--- src/rtl/mem_rr_arbiter.sv ---
// Round-robin arbiter sharing one single-port synchronous-read buffer memory among NUM_REQ
// decoder clients, with a per-client burst lock and a registered one-hot read-response strobe.
module mem_rr_arbiter #(
  parameter int NUM_REQ    = 4,
  parameter int DATA_WIDTH = 64,
  parameter int DEPTH      = 8192,
  parameter int MASK_WIDTH = DATA_WIDTH / 8,
  parameter int ADDR_WIDTH = $clog2(DEPTH),
  parameter int IDX_WIDTH  = $clog2(NUM_REQ)
) (
  input  logic                          clk_i,
  input  logic                          rst_i,
  input  logic [NUM_REQ-1:0]            req_valid_i,
  output logic [NUM_REQ-1:0]            req_ready_o,
  input  logic [NUM_REQ-1:0]            req_wen_i,
  input  logic [NUM_REQ-1:0]            req_lock_i,
  input  logic [NUM_REQ*ADDR_WIDTH-1:0] req_addr_i,
  input  logic [NUM_REQ*DATA_WIDTH-1:0] req_wdata_i,
  input  logic [NUM_REQ*MASK_WIDTH-1:0] req_mask_i,
  output logic [NUM_REQ-1:0]            rsp_valid_o,
  output logic [DATA_WIDTH-1:0]         rsp_rdata_o,
  output logic                          mem_req_o,
  output logic                          mem_wen_o,
  output logic [ADDR_WIDTH-1:0]         mem_addr_o,
  output logic [DATA_WIDTH-1:0]         mem_wdata_o,
  output logic [MASK_WIDTH-1:0]         mem_mask_o,
  input  logic [DATA_WIDTH-1:0]         mem_rdata_i
);

  localparam int SUM_WIDTH = IDX_WIDTH + 1;

  typedef enum logic [0:0] {
    ST_ARB  = 1'b0,
    ST_LOCK = 1'b1
  } state_e;

  state_e                 state_r;
  logic [IDX_WIDTH-1:0]   ptr_r;
  logic [IDX_WIDTH-1:0]   owner_r;
  logic [NUM_REQ-1:0]     rsp_valid_r;

  logic [NUM_REQ-1:0]     grant_s;
  logic [IDX_WIDTH-1:0]   gidx_s;
  logic [IDX_WIDTH-1:0]   cand_s;
  logic [IDX_WIDTH-1:0]   ptr_nxt_s;
  logic [SUM_WIDTH-1:0]   sum_s;
  logic                   found_s;
  logic                   take_s;
  logic                   grant_any_s;
  logic                   lock_g_s;
  logic                   wen_g_s;
  logic [ADDR_WIDTH-1:0]  addr_s;
  logic [DATA_WIDTH-1:0]  wdata_s;
  logic [MASK_WIDTH-1:0]  mask_s;

  // Grant selection: locked owner only, otherwise first valid client at or after ptr_r
  always_comb begin
    grant_s = '0;
    gidx_s  = '0;
    cand_s  = '0;
    sum_s   = '0;
    found_s = 1'b0;
    take_s  = 1'b0;
    case (state_r)
      ST_LOCK: begin
        grant_s[owner_r] = req_valid_i[owner_r];
        gidx_s           = owner_r;
      end
      default: begin
        for (int i = 0; i < NUM_REQ; i++) begin
          // Modulo wrap keeps the search inside 0..NUM_REQ-1 for non-power-of-two counts
          sum_s   = {1'b0, ptr_r} + SUM_WIDTH'(i);
          sum_s   = (sum_s >= SUM_WIDTH'(NUM_REQ)) ? (sum_s - SUM_WIDTH'(NUM_REQ)) : sum_s;
          cand_s  = sum_s[IDX_WIDTH-1:0];
          take_s  = !found_s && req_valid_i[cand_s];
          grant_s[cand_s] = grant_s[cand_s] | take_s;
          gidx_s  = take_s ? cand_s : gidx_s;
          found_s = found_s | take_s;
        end
      end
    endcase
  end

  assign grant_any_s = |grant_s;
  assign lock_g_s    = |(grant_s & req_lock_i);
  assign wen_g_s     = |(grant_s & req_wen_i);
  assign ptr_nxt_s   = (gidx_s == IDX_WIDTH'(NUM_REQ - 1)) ? '0 : (gidx_s + IDX_WIDTH'(1));

  // Memory port mux: AND-OR of the one-hot grant, so an idle port drives all zeros
  always_comb begin
    addr_s  = '0;
    wdata_s = '0;
    mask_s  = '0;
    for (int k = 0; k < NUM_REQ; k++) begin
      addr_s  = addr_s  | ({ADDR_WIDTH{grant_s[k]}} & req_addr_i[k*ADDR_WIDTH +: ADDR_WIDTH]);
      wdata_s = wdata_s | ({DATA_WIDTH{grant_s[k]}} & req_wdata_i[k*DATA_WIDTH +: DATA_WIDTH]);
      mask_s  = mask_s  | ({MASK_WIDTH{grant_s[k]}} & req_mask_i[k*MASK_WIDTH +: MASK_WIDTH]);
    end
  end

  // Arbitration FSM: state, round-robin pointer, burst owner and read-response strobe
  always_ff @(posedge clk_i) begin
    if (rst_i) begin
      state_r     <= ST_ARB;
      ptr_r       <= '0;
      owner_r     <= '0;
      rsp_valid_r <= '0;
    end else begin
      rsp_valid_r <= (grant_any_s && !wen_g_s) ? grant_s : {NUM_REQ{1'b0}};
      if (grant_any_s) begin
        if (lock_g_s) begin
          state_r <= ST_LOCK;
          owner_r <= gidx_s;
        end else begin
          state_r <= ST_ARB;
          ptr_r   <= ptr_nxt_s;
        end
      end
    end
  end

  assign req_ready_o = grant_s;
  assign mem_req_o   = grant_any_s;
  assign mem_wen_o   = wen_g_s;
  assign mem_addr_o  = addr_s;
  assign mem_wdata_o = wdata_s;
  assign mem_mask_o  = mask_s;
  assign rsp_valid_o = rsp_valid_r;
  assign rsp_rdata_o = mem_rdata_i;

  mem_rr_arbiter_chk #(
    .NUM_REQ (NUM_REQ)
  ) u_chk (
    .clk_i     (clk_i),
    .rst_i     (rst_i),
    .req_valid (req_valid_i),
    .req_ready (grant_s),
    .rsp_valid (rsp_valid_r)
  );

endmodule

// Protocol checks on the grant and response vectors of mem_rr_arbiter.
module mem_rr_arbiter_chk #(
  parameter int NUM_REQ = 4
) (
  input logic               clk_i,
  input logic               rst_i,
  input logic [NUM_REQ-1:0] req_valid,
  input logic [NUM_REQ-1:0] req_ready,
  input logic [NUM_REQ-1:0] rsp_valid
);

  a_ready_onehot0: assert property (@(posedge clk_i) disable iff (rst_i) $onehot0(req_ready));
  a_rsp_onehot0:   assert property (@(posedge clk_i) disable iff (rst_i) $onehot0(rsp_valid));
  a_ready_valid:   assert property (@(posedge clk_i) disable iff (rst_i)
                                    ((req_ready & ~req_valid) == {NUM_REQ{1'b0}}));

endmodule
--- config.mk ---
export PLATFORM = sky130hd
export DESIGN_NAME = mem_rr_arbiter
export DESIGN_NICKNAME = d
export VERILOG_FILES = /design/src/rtl/mem_rr_arbiter.sv
export SDC_FILE = /design/constraint.sdc
export NUM_CORES = 1
export LEC_CHECK = 0
export ABC_CLOCK_PERIOD_IN_PS = 8600
export CAP_MARGIN = 20
export CORE_AREA = 4 4 219 221
export DETAILED_ROUTE_END_ITERATION = 8
export DIE_AREA = 0 0 223 225
export GPL_TIMING_DRIVEN = 1
export HOLD_SLACK_MARGIN = 0.03
export PLACE_DENSITY = 0.41
export RECOVER_POWER = 100
export SYNTH_ARGS = -nofsm -noshare
export SYNTH_HDL_FRONTEND = slang
export SYNTH_SLANG_ARGS = --single-unit
--- constraint.sdc ---
create_clock -name clk_i -period 8.6 [get_ports clk_i]
set_input_delay 1.29 -clock clk_i [delete_from_list [all_inputs] [get_ports clk_i]]
set_output_delay 1.29 -clock clk_i [all_outputs]
set_load 0.01 [all_outputs]
# Word-level counts from Yosys, hierarchy flattened
# Index checks and enable logic that the tools add are counted.
dict set report totals {
  regBits 9
  word_cells 122
  input_bits 418
  output_inout_bits 159
}
dict set report op_classes {
  magnitude_cmp 14
  n_addsub 8
  mux 43
  n_bitwise 33
  eq_ne 1
  reduce_logical 19
}
# operator count
set op_table {}
lappend op_table {{$and 64x64->64} 4}
lappend op_table {{$or 64x64->64} 3}
lappend op_table {{$and 13x13->13} 4}
lappend op_table {{$or 13x13->13} 3}
lappend op_table {{$and 8x8->8} 4}
lappend op_table {{$or 8x8->8} 3}
lappend op_table {{$mux 2} 10}
lappend op_table {{$bmux 1 s2} 9}
lappend op_table {{$and 4x4->4} 4}
lappend op_table {{$lt 2x3->1 const B} 5}
lappend op_table {{$mux 1} 15}
lappend op_table {{$bwmux 4} 3}
lappend op_table {{$reduce_or 4->1} 3}
lappend op_table {{$demux 1 s2} 5}
lappend op_table {{$ge 2x1->1 const B} 5}
lappend op_table {{$ge 3x3->1 const B} 3}
lappend op_table {{$logic_and 1x1->1} 9}
lappend op_table {{$sub 2x1->2 const B} 4}
lappend op_table {{$add 2x2->3 const B} 2}
lappend op_table {{$or 1x1->1} 6}
lappend op_table {{$logic_not 1->1} 4}
lappend op_table {{$mux 4} 1}
lappend op_table {{$reduce_and 2->1} 2}
lappend op_table {{$add 2x1->3 const B} 1}
lappend op_table {{5 further kinds} 6}

# Longest topological paths before layout
# Gate-level depths: netlist of the first run.
dict set report logic_depth {
  depth_word 26
  depth_mapped 15
  mapped_depth_nobuf 13
}

# Worst setup path after synthesis of the first run
# OpenSTA, ideal clock, no wires.
dict set report synth_timing {
  kind {input port to output port}
  from {in req_valid_i[3]}
  to {out mem_addr_o[3]}
  arrival_time_ps 4073
  n_path_buf 2
  stages 10
  path_slack_ps 3237
  cell_sequence {mux4_2 -> mux2i_1 -> o2111a_1 -> a2111oi_4 -> nor4b_4 -> o41ai_4 -> buf_2 -> buf_6 -> a222oi_1 -> nand2_1}
}
dict set report synth_between {
  elab_chain_cells 21
  word_cells_on_any_way 41
  classes_between {20 x mux; 15 x bitwise; 6 x reduce/logical}
}
# element line
set synth_lines {}
lappend synth_lines {{from (decl)} 13} ;# input logic [NUM_REQ-1:0] req_valid_i,
lappend synth_lines {{$bmux 1 s2} 75} ;# take_s = !found_s && req_valid_i[cand_s];
lappend synth_lines {{$mux 1 (not written as such)} 75}
lappend synth_lines {{$or 1x1->1} 76} ;# grant_s[cand_s] = grant_s[cand_s] | take_s;
lappend synth_lines {{$and 4x4->4 (no source line)} -}
lappend synth_lines {{$bmux 1 s2} 76}
lappend synth_lines {{$mux 1 (not written as such)} 76}
lappend synth_lines {{$or 1x1->1} 76}
lappend synth_lines {{$bwmux 4} 76}
lappend synth_lines {{[... 4 more ...]} -}
lappend synth_lines {{$bmux 1 s2} 76}
lappend synth_lines {{$mux 1 (not written as such)} 76}
lappend synth_lines {{$or 1x1->1} 76}
lappend synth_lines {{$bwmux 4} 76}
lappend synth_lines {{$mux 4 (*)} 64} ;# case (state_r)
lappend synth_lines {{$and 13x13->13} 95} ;# addr_s = addr_s | ({ADDR_WIDTH{grant_s[k]}} & req_addr_i[k*ADDR_WIDTH +: ADDR_WIDTH]);
lappend synth_lines {{$or 13x13->13 (2 in a row)} 95}
lappend synth_lines {{$or 13x13->13 (*)} 95}
lappend synth_lines {{to (decl)} 24} ;# output logic [ADDR_WIDTH-1:0] mem_addr_o,
# Mark *: on every way between the ends. The rest lies on a longest branch, timed or not. The select of a mux whose other input is x is not followed.

# Worst setup path in the final report of the first run
dict set report layout_timing {
  from {in req_valid_i[1]}
  to {out mem_wdata_o[37]}
}
dict set report layout_between {
  elab_chain_cells 21
  word_cells_on_any_way 41
  classes_between {20 x mux; 15 x bitwise; 6 x reduce/logical}
}
# element line
set layout_lines {}
lappend layout_lines {{$bmux 1 s2} 75}
lappend layout_lines {{$mux 1 (not written as such)} 75}
lappend layout_lines {{$or 1x1->1} 76}
lappend layout_lines {{$and 4x4->4 (no source line)} -}
lappend layout_lines {{$bmux 1 s2} 76}
lappend layout_lines {{$mux 1 (not written as such)} 76}
lappend layout_lines {{$or 1x1->1} 76}
lappend layout_lines {{$bwmux 4} 76}
lappend layout_lines {{[... 4 more ...]} -}
lappend layout_lines {{$bmux 1 s2} 76}
lappend layout_lines {{$mux 1 (not written as such)} 76}
lappend layout_lines {{$or 1x1->1} 76}
lappend layout_lines {{$bwmux 4} 76}
lappend layout_lines {{$mux 4 (*)} 64}
lappend layout_lines {{$and 64x64->64} 96} ;# wdata_s = wdata_s | ({DATA_WIDTH{grant_s[k]}} & req_wdata_i[k*DATA_WIDTH +: DATA_WIDTH]);
lappend layout_lines {{$or 64x64->64 (2 in a row)} 96}
lappend layout_lines {{$or 64x64->64 (*)} 96}
lappend layout_lines {{to (decl)} 25} ;# output logic [DATA_WIDTH-1:0] mem_wdata_o,
# Marked as above.

==> flow_metrics.py, run 1 <==
metrics = {
    "global_routing": {
        "antenna_found_initial": 9,
        "grt_pass1_vias": 6095,
        "grt_max_degree": 58,
        "track_usage_pct": 12.18,
        "grt.overflow.total": 0,
        "grt_pass1_wl_um": 45580,
    },
    "logic_synthesis": {
        "synthesis.nets": 965,
        "ys_types": 65,
        "ys_ff_latch": 9,
        "synthFlopType": "dfxtp_1",
        "synth_edf_count": 0,
        "synthCells": 543,
        "async_flop_share_pct": 0,
        "ys_seq_area_share_pct": 4.845,
        "yosysWarnings": 0,
        "syn_area_um2": 3719,
        "synth_area_leaders": "a222oi_1 (23%), nand2_1 (18%), buf_4 (13%)",
        "syn_area_per_cell_um2": 6.848,
        "synth_top_area_share_pct": 23.15,
        "synth_top_area_cell": "a222oi_1",
    },
    "route": {
        "wire_per_inst_um": 22.76,
        "avgViaCountPerCell": 4.051,
        "totalWireLength_um": 34140,
        "drcViolationCount": 0,
        "first_pass_iters": 8,
        "ant_nets": 0,
        "drt-initial-drc-count": 693,
        "num_vias": 6077,
    },
    "power_and_ir_drop": {
        "total_power_mw": 3.427,
        "power.share.switching_pct": 54.05,
        "p_int_mw": 1.575,
        "power_density_nw_per_um2": 407.5,
        "cellLeakagePower_nw": 3.106,
        "clockPowerShare_pct": 2.4,
        "worst_ir_drop_vdd_mv": 0.3419,
        "power.net_switching_mw": 1.852,
        "combPwrFrac_pct": 95.5,
        "seqPwrFrac_pct": 2.1,
    },
    "cts": {
        "cts_max_level": 1,
        "cts_tree": "yes",
        "cts_root_buffer": "clkbuf_16",
        "cts_hold_buf": 0,
        "cts_buffers": 3,
        "cts_setup_buffers": 0,
        "clkSinkCount": 9,
        "clockBufferDepth": 2,
        "cts.clk_slew.worst_paths_ns": 0.04,
        "clock_latency_ns": 0.23,
        "cts_resized": 0,
    },
    "timing": {
        "period_minus_slack_ns": 7.920,
        "hold_viol_final": 0,
        "drv_slew": 0,
        "relSlewSlack_pct": 0.6338,
        "period_share_pct": 92.09,
        "fin_skew_ns": 0.003093,
        "rsz0062_at_grt": "false",
        "setup_viol": 0,
        "setup_tns_ns": 0,
        "worst_pin_slew_ns": 1.490,
        "max_freq_mhz": 126.3,
    },
    "layout": {
        "multi_input_area_um2": 2755,
        "utilization_pct": 18.21,
        "register_area_um2": 180.2,
        "area_growth_syn_to_layout_pct": 126.1,
        "nets": 1315,
        "fill_cells": 5185,
        "layout-drive-gt1-share_pct": 4.148,
        "finalInstanceArea_um2": 8408,
    },
    "floorplan": {
        "die_w_um": 223,
        "io_pins": 577,
        "num_rows": 79,
        "initial_utilization_pct": 8.056,
        "die_h_um": 225,
        "core_um2": 46160,
        "die_area_um2": 50180,
    },
    "place": {
        "dp_hpwl_um": 29070,
        "port_buffers": 448,
        "gp_congestion": 0.8152,
        "place_area_um2": 8354,
    },
    "worst_setup_path": {
        "path_cells": "dlygate4sd3_1 > mux4_2 > mux2_4 > a2111oi_4 > a211oi_1 > a32oi_1 > o41ai_4 > clkbuf_2 > a222oi_1 > nand2_1 > dlygate4sd3_1",
        "crit_type": "in -> out",
        "crit_top_cell": "dlygate4sd3_1",
        "start_kind": "primary input",
        "cp_max_fo": 53,
        "worstRegToRegCells": 14,
        "slowest_stage": "clkbuf_2",
        "required_ns": 7.31,
        "cp.arrival_ns": 6.63,
        "endpoint_kind": "primary output",
        "cpPeakStageDelay_ns": 0.77,
    },
    "flow_run": {
        "maxCapViolations": 0,
    },
    "worst_hold_path": {
        "holdPathStages": 2,
        "hold_path.class": "reg -> reg",
    },
    "outcome": {
        "outcome": "complete, no violations",
    },
}
==> area by class of cell <==
class                           instances  share of cell area (%)
Tap cell                              607                   9.033
Inverter                               15                  0.6845
Sequential cell                         9                   2.143
Multi-Input combinational cell        405                   32.77
Timing Repair Buffer                  459                   54.40
Clock buffer                            4                  0.9375
Antenna cell                            1                 0.02976
==> registers in the layout, indices dropped and copies added, names as in the netlist <==
register and cells:
owner_r 2, state_r 1, ptr_r 2, rsp_valid_o 4
==> metal layers <==
layer	wire (um)	vias to the layer above	GRT usage, %
met3	2947	16	3.869
met5	13	-	0
met2	18510	406	23.52
met4	101	2	0.4176
met1	12570	2903	13.78
li1	-	2750	-
==> logic make-up after synthesis <==
kind of cell             Yosys count  share of synthesized area (%)
multiplexers                      12                          4.475
AO/OA/AOI/OAI                    152                          39.60
flip-flops                         9                          4.845
adder cells (fa/ha/maj)            4                          1.346
XOR/XNOR                           1                         0.2356
buffers and inverters            129                          20.79
AND/OR/NAND/NOR                  236                          28.70
==> power by group through the flow <==
stage | registers (mW) | clock network [mW] | logic (mW)
4_1_cts | 0.0716 | 0.0837 | 3.56
3_5_place_dp | 0.0721 | 0 | 3.55
6_report | 0.0715 | 0.0820 | 3.27
5_1_grt | 0.0732 | 0.0864 | 3.53
3_3_place_gp | 0.0725 | 0 | 3.58
2_1_floorplan | 0.0695 | 0 | 1.75
==> synth_stat cells, types with 3 or more instances <==
| cell type | n |
|---|---|
| a2111oi_4 | 3 |
| or4_1 | 3 |
| o21ai_0 | 9 |
| a21oi_1 | 7 |
| buf_4 | 64 |
| a222oi_1 | 86 |
| a31oi_1 | 4 |
| nor2_1 | 13 |
| dfxtp_1 | 9 |
| a22oi_1 | 4 |
| nand3_1 | 5 |
| nor3_1 | 4 |
| buf_2 | 15 |
| inv_1 | 13 |
| nor2b_1 | 7 |
| clkbuf_1 | 28 |
| nor3b_1 | 4 |
| and3_1 | 3 |
| a211oi_1 | 5 |
| ha_1 | 4 |
| buf_6 | 4 |
| mux2i_1 | 5 |
| buf_1 | 3 |
| a32oi_1 | 3 |
| nand2_1 | 178 |
| nand3b_1 | 4 |
| mux4_2 | 3 |
==> cell usage in the layout (no fill, tap or decap), types with 3 or more instances in the layout <==
master           synthesis  final
or4_1                    3      3
buf_4                   64      8
a211oi_1                 5      5
nand3b_1                 4      4
a22oi_1                  4      4
a21oi_1                  7      7
a222oi_1                86     86
o21ai_0                  9      9
nand2_1                178    178
nand3_1                  5      5
and3_1                   3      3
a2111oi_4                3      3
nor2b_1                  7      7
inv_1                   13     13
dlygate4sd3_1            0     90
clkbuf_16                0      3
clkdlybuf4s50_1          0    358
a31oi_1                  4      4
mux4_2                   3      3
nor3_1                   4      4
dfxtp_1                  9      9
ha_1                     4      4
nor3b_1                  4      6
nor2_1                  13     13
a32oi_1                  3      3
mux2i_1                  5      5
==> worst paths after layout <==
check	start	to	slack, ns
max	req_valid_i[1]	mem_wdata_o[37]	0.68
min	owner_r[0]$_SDFFE_PP0P_	owner_r[0]$_SDFFE_PP0P_	0.50
max reg2reg	ptr_r[0]$_SDFFE_PP0P_	rsp_valid_o[1]$_SDFF_PP0_	3.13
min reg2reg	owner_r[0]$_SDFFE_PP0P_	owner_r[0]$_SDFFE_PP0P_	0.50
==> critical path, delay by kind of cell <==
kind	cells	cell delay, ns
AND/OR/NAND/NOR	1	0.10
AO/OA/AOI/OAI	5	1.94
multiplexers	2	1.02
buffers and inverters	3	2.15
==> through the flow <==
step	cells	setup WS (ns)	hold WS, ns
after floorplan	543	3.237	0.4585
after global placement	1495	1.113	0.4956
after detailed placement	1495	1.122	0.5052
after CTS	1499	1.103	0.5100
after global routing	1499	0.4679	0.5584
final	1500	0.6801	0.5030
No activity file was read; power rests on OpenSTA's default activity.
==> run 2: changes to the inputs <==
--- a/config.mk
+++ b/config.mk
@@ -14,6 +14,7 @@
 export HOLD_SLACK_MARGIN = 0.03
 export PLACE_DENSITY = 0.41
 export RECOVER_POWER = 100
+export SKIP_CTS_REPAIR_TIMING = 1
 export SYNTH_ARGS = -nofsm -noshare
 export SYNTH_HDL_FRONTEND = slang
 export SYNTH_SLANG_ARGS = --single-unit
==> results of run 2 <==
Same layout as run 1: the final DEF is identical, and so are final timing and power.
